File: config.mk
export PLATFORM = sky130hd
export DESIGN_NAME = cakegame_seq_writer
export DESIGN_NICKNAME = d
export VERILOG_FILES = /design/src/rtl/cakegame_pkg.sv /design/src/rtl/sync_ram_16x7.sv /design/src/rtl/cakegame_seq_writer.sv
export SDC_FILE = /design/constraint.sdc
export NUM_CORES = 1
export LEC_CHECK = 0
export ABC_AREA = 0
export ABC_CLOCK_PERIOD_IN_PS = 2500
export BUFFER_PORTS_ARGS = -buffer_cell sky130_fd_sc_hd__buf_2
export CAP_MARGIN = 20
export CORE_AREA = 2 2 161 163
export CTS_CLUSTER_DIAMETER = 120
export DETAILED_ROUTE_END_ITERATION = 6
export DIE_AREA = 0 0 163 165
export PLACE_DENSITY = 0.55
export SLEW_MARGIN = 20
export SYNTH_ARGS = -nofsm -noshare
export SYNTH_HDL_FRONTEND = slang
export SYNTH_HIERARCHICAL = 1
export SYNTH_SLANG_ARGS = --single-unit
File: constraint.sdc
create_clock -name clock -period 2.5 [get_ports clock]
set_clock_uncertainty 0.05 [all_clocks]
set_input_delay 0.125 -clock clock [delete_from_list [all_inputs] [get_ports clock]]
set_output_delay 0.125 -clock clock [all_outputs]
set_load 0.01 [all_outputs]
File: src/rtl/cakegame_pkg.sv
// rtl/cakegame_pkg.sv - shared cake game constants, writer FSM states and pattern helpers
package cakegame_pkg;

    localparam int BTN_W           = 7;
    localparam int DEFAULT_DEPTH   = 16;
    localparam int DEFAULT_TIMEOUT = 200000000;

    typedef enum logic [2:0] {
        ST_IDLE         = 3'd0,
        ST_WAIT_PRESS   = 3'd1,
        ST_CAPTURE      = 3'd2,
        ST_WAIT_RELEASE = 3'd3,
        ST_DONE         = 3'd4
    } wr_state_e;

    function automatic logic is_onehot(input logic [BTN_W-1:0] v);
        logic [BTN_W-1:0] one;
        one = {{(BTN_W-1){1'b0}}, 1'b1};
        return (v != '0) && ((v & (v - one)) == '0);
    endfunction

endpackage

File: src/rtl/sync_ram_16x7.sv
// rtl/sync_ram_16x7.sv - DEPTH x 7 pattern memory, one write port, registered read-first read port
module sync_ram_16x7
    import cakegame_pkg::*;
#(
    parameter int DEPTH = DEFAULT_DEPTH,
    parameter int AW    = $clog2(DEPTH)
) (
    input  logic             clk_i,
    input  logic             rst_n_i,
    input  logic             we_i,
    input  logic [AW-1:0]    wr_addr_i,
    input  logic [BTN_W-1:0] wr_data_i,
    input  logic [AW-1:0]    rd_addr_i,
    output logic [BTN_W-1:0] rd_data_o
);

    logic [BTN_W-1:0] mem_q [DEPTH];
    logic [BTN_W-1:0] rd_data_q;

    // Array is deliberately unreset so contents survive a game reset.
    always_ff @(posedge clk_i) begin
        if (we_i) begin
            mem_q[wr_addr_i] <= wr_data_i;
        end
    end

    // Only the output register resets; it samples the array before this edge's write.
    always_ff @(posedge clk_i or negedge rst_n_i) begin
        if (!rst_n_i) begin
            rd_data_q <= '0;
        end else begin
            rd_data_q <= mem_q[rd_addr_i];
        end
    end

    assign rd_data_o = rd_data_q;

endmodule

File: src/rtl/cakegame_seq_writer.sv
// rtl/cakegame_seq_writer.sv - records button presses into the pattern memory; CAKEGAME_SEQ_WRITER_ONEHOT_CHECK_EN rejects non-one-hot presses
module cakegame_seq_writer
    import cakegame_pkg::*;
#(
    parameter int DEPTH   = DEFAULT_DEPTH,
    parameter int AW      = 4,
    parameter int TIMEOUT = DEFAULT_TIMEOUT,
    parameter int TW      = 32
) (
    input  logic             clock,
    input  logic             reset,
    input  logic             start,
    input  logic             finish,
    input  logic [BTN_W-1:0] buttons,
    input  logic [AW-1:0]    rd_address,
    output logic [BTN_W-1:0] rd_data,
    output logic             recording,
    output logic             done,
    output logic [AW:0]      length,
    output logic             error
);

    wr_state_e        state_q, state_d;
    logic [AW:0]      length_q, length_d;
    logic             btn_q, btn_d;
    logic [BTN_W-1:0] cap_q, cap_d;
    logic [TW-1:0]    tmo_q, tmo_d;
    logic             press;
    logic             we;
    logic             reject;

    // A press is a rising edge of "any button"; held buttons never re-trigger.
    assign btn_d = |buttons;
    assign press = btn_d & ~btn_q;

    always_comb begin
        state_d  = state_q;
        length_d = length_q;
        cap_d    = cap_q;
        tmo_d    = tmo_q;
        we       = 1'b0;
        reject   = 1'b0;
        case (state_q)
            ST_IDLE, ST_DONE: begin
                if (start) begin
                    state_d  = ST_WAIT_PRESS;
                    length_d = '0;
                    tmo_d    = '0;
                end
            end
            ST_WAIT_PRESS: begin
                tmo_d = tmo_q + 1'b1;
                if (press) begin
                    cap_d   = buttons;
                    state_d = ST_CAPTURE;
                end else if (finish) begin
                    state_d = ST_DONE;
                end else if (tmo_q == TW'(TIMEOUT - 1)) begin
                    state_d = ST_DONE;
                end
            end
            ST_CAPTURE: begin
`ifdef CAKEGAME_SEQ_WRITER_ONEHOT_CHECK_EN
                reject = ~is_onehot(cap_q);
`else
                reject = 1'b0;
`endif
                if (!reject) begin
                    we       = 1'b1;
                    length_d = length_q + 1'b1;
                end
                state_d = ST_WAIT_RELEASE;
            end
            ST_WAIT_RELEASE: begin
                if (!btn_d) begin
                    if (length_q == (AW+1)'(DEPTH)) begin
                        state_d = ST_DONE;
                    end else begin
                        state_d = ST_WAIT_PRESS;
                        tmo_d   = '0;
                    end
                end
            end
            default: begin
                state_d = ST_IDLE;
            end
        endcase
    end

    always_ff @(posedge clock or negedge reset) begin
        if (!reset) begin
            state_q  <= ST_IDLE;
            length_q <= '0;
            btn_q    <= 1'b0;
            cap_q    <= '0;
            tmo_q    <= '0;
        end else begin
            state_q  <= state_d;
            length_q <= length_d;
            btn_q    <= btn_d;
            cap_q    <= cap_d;
            tmo_q    <= tmo_d;
        end
    end

    sync_ram_16x7 #(
        .DEPTH (DEPTH),
        .AW    (AW)
    ) u_ram (
        .clk_i     (clock),
        .rst_n_i   (reset),
        .we_i      (we),
        .wr_addr_i (length_q[AW-1:0]),
        .wr_data_i (cap_q),
        .rd_addr_i (rd_address),
        .rd_data_o (rd_data)
    );

    assign recording = (state_q == ST_WAIT_PRESS) || (state_q == ST_CAPTURE) ||
                       (state_q == ST_WAIT_RELEASE);
    assign done      = (state_q == ST_DONE);
    assign length    = length_q;
    assign error     = reject;

endmodule

==> flow_summary.toml <==
[route]
drtIter0Drc = 361
drc = 0
num_vias = 4751
via_per_inst = 5.221
routed_wl_um = 17030
first_pass_iters = 6
drtAntennaViolNets = 0
drt-wirelength-per-cell_um = 18.71

[timing]
setup_slack_ns = 0.1809
slew_headroom = 0.4735
post-route-period-util = 0.9277
fin_tns_setup_ns = 0
fin_crit_ns = 2.319
slew_viol_final = 0
max_freq_ghz = 0.4312
worstMarginPinSlew_ns = 0.7897
holdWs_ns = 0.1488
hold_viol = 0
finalSetupViolations = 0
rsz0062_at_grt = "false"

[setup_path]
worstSetupStartpointType = "primary input"
reg2reg_from = "length[0]$_DFFE_PN0P_"
cp_cell_sequence = "dlygate4sd3_1 -> buf_2 -> nor4_4 -> dlygate4sd3_1 -> nand2_1 -> dlygate4sd3_1"
slowest_delay_ns = 0.65
cpMostUsedCell = "dlygate4sd3_1"
startpoint = "buttons[4]"
worstSetupPathType = "primary input to register"
cp_max_fo = 7
end_kind = "register"
slowest_stage = "dlygate4sd3_1"
cp.arrival_ns = 2.59
cp.required_ns = 2.77

[flow_run]
maxCapViolCount = 0

[clock_tree]
numCtsBuffers = 17
clock_path_buffers = 2
clk_latency_ns = 0.43
holdBufCountCts = 12
cts_tree = "done"
clk_pin_slew_worst_paths_ns = 0.08
cts_htree_levels = 4
cts_sinks = 167
cts_resized = 0
cts-root-buf = "clkbuf_16"
post_cts_buffers = 0

[placement]
routabilityCongestion = 0.8571
dp_hpwl_um = 11060
place_ws_ns = 0.3244
io_buffers = 28

[cells_and_area]
final_net_count = 585
final_cell_mix = "edfxtp_1, dfrtp_1, nand2_1, buf_2, buf_4"
antenna_cells = 0
final_common_cell = "edfxtp_1"
drive_gt1_frac = 0.2017
area_growth_pct = 17.91

[outcome]
outcome = "completed"

[floorplan]
pin_count = 30
start_util = 0.2969
die_x_um = 163
die_y_um = 165
num_rows = 58
core-area_mm2 = 0.02504
dieArea_mm2 = 0.02690

[synth]
postSynth.asyncResetShare = 0.3293
synth_ff_type = "edfxtp_1"
synth.yosys.seq_area_share = 0.6376
syn_nets = 533
synth-edff-count = 112
ys_types = 68
synth.cell_area_mm2 = 0.007433
synth_seq_cells = 167
synth_cells = 515
syn_avg_cell_area_um2 = 14.43
yosysWarnings = 6

[power_and_ir_drop]
p_leak_nw = 3.182
p_per_area_mw_per_mm2 = 798.6
ir_worst_vdd_mv = 0.4493
switchingPower_w = 0.002048
clkPwrFrac = 0.386
p_int_w = 0.004952
p_seq_frac = 0.493
switching_share = 0.2926
power.share.combinational = 0.121

[global_routing]
grt_pass1_vias = 4730
grt_pass1_wl_um = 26880
antenna_found_initial = 0
grt_max_degree = 39
overflow = 0
grtUsageTotal = 0.1332

[min_path]
hp-start = "rd_address[3]"
worstHoldPathType = "primary input to register"
## sequential cells by signal, indices dropped and copies added (netlist names)
signal,count
u_ram/mem_q,112
tmo_q,32
cap_q,7
u_ram/rd_data_o,7
length,5
state_q,3
btn_q,1
## through the flow
step,util,std cells,area [µm²],total power (W)
3_5_place_dp,0.3206,866,8028,0.004353
2_1_floorplan,-,515,7438,0.004031
4_1_cts,0.3501,910,8765,0.007068
5_1_grt,0.3501,910,8765,0.007291
3_3_place_gp,0.3206,866,8028,0.004311
6_report,0.3501,910,8765,0.007000
## synthesized netlist by cell type (3+ instances only)
master | instances | area, µm²
edfxtp_1 | 112 | 3363
dfrtp_1 | 55 | 1376
nand2_1 | 40 | 150.1
nor2_1 | 25 | 93.84
a31oi_1 | 23 | 143.9
nand3_1 | 22 | 110.1
mux4_1 | 17 | 446.7
a22oi_1 | 16 | 120.1
clkbuf_1 | 16 | 60.06
nand4_1 | 14 | 87.58
a21oi_1 | 12 | 60.06
buf_2 | 11 | 55.05
mux4_2 | 11 | 247.7
o21ai_0 | 10 | 50.05
nor3_1 | 9 | 45.04
inv_1 | 8 | 30.03
and4_1 | 7 | 61.31
mux2_2 | 7 | 78.83
nor4_1 | 6 | 37.54
and3_1 | 5 | 31.28
mux2i_1 | 5 | 50.05
o211ai_1 | 5 | 37.54
a211o_1 | 4 | 35.03
a41o_1 | 4 | 40.04
nand2b_1 | 4 | 25.02
a21o_1 | 3 | 22.52
a22o_1 | 3 | 26.28
a41oi_1 | 3 | 26.28
and2_1 | 3 | 18.77
ha_1 | 3 | 37.54
nand3b_1 | 3 | 22.52
nor2b_1 | 3 | 18.77
## cell type report
class                   count  area (µm²)
fillers                  2415       16270
flip-flops and latches    167        4740
multi-input cells         306        2490
repair buffers             67       475.5
clock buffers              17       425.4
well taps                 330       412.9
clock inverters            15       191.4
inverters                   8       30.03
## logic make-up after synthesis
logic type	after synthesis	share of synthesized area
buffers and inverters	42	0.02878
DFF	167	0.6376
muxes	40	0.1108
adders and majority gates	3	0.005050
other	1	0.0005045
AOI/OAI and AO/OA	96	0.09022
xor gates and xnor gates	1	0.001178
and+or+nand+nor	165	0.1259
## critical path, delay by kind of cell
family	cells	cell delay, ns
AND/OR/NAND/NOR	2	0.54
buffers and inverters	4	1.92
## routing by layer
layer,part of all wire,global-route usage,vias up
met5,0,0,-
met4,0.024,0.05994,0
met3,0.040,0.02310,25
met2,0.51,0.2329,135
met1,0.42,0.1614,2417
li1,-,-,2174
## final timing paths
kind / to / slack [ns] / depth (start not counted)
worst max-delay path: btn_q$_DFF_PN0_ / 0.18 / 6
min in group asynchronous: u_ram/rd_data_o[2]$_DFF_PN0_ / 0.25 / 2
worst min-delay path: u_ram/rd_data_o[3]$_DFF_PN0_ / 0.15 / 4
worst max register to register: tmo_q[13]$_DFFE_PN0P_ / 0.28 / 7
worst min register to register: tmo_q[16]$_DFFE_PN0P_ / 0.49 / 1
max in group asynchronous: tmo_q[22]$_DFFE_PN0P_ / 1.29 / 3
## power by group through the flow
stage / Sequential [W] / Clock (W) / Combinational [W]
6_report: 0.00345 / 0.00270 / 0.000849
5_1_grt: 0.00349 / 0.00286 / 0.000943
4_1_cts: 0.00345 / 0.00276 / 0.000858
3_5_place_dp: 0.00351 / 0 / 0.000844
3_3_place_gp: 0.00349 / 0 / 0.000821
2_1_floorplan: 0.00337 / 0 / 0.000664
Power figures use the tool's default switching activity.
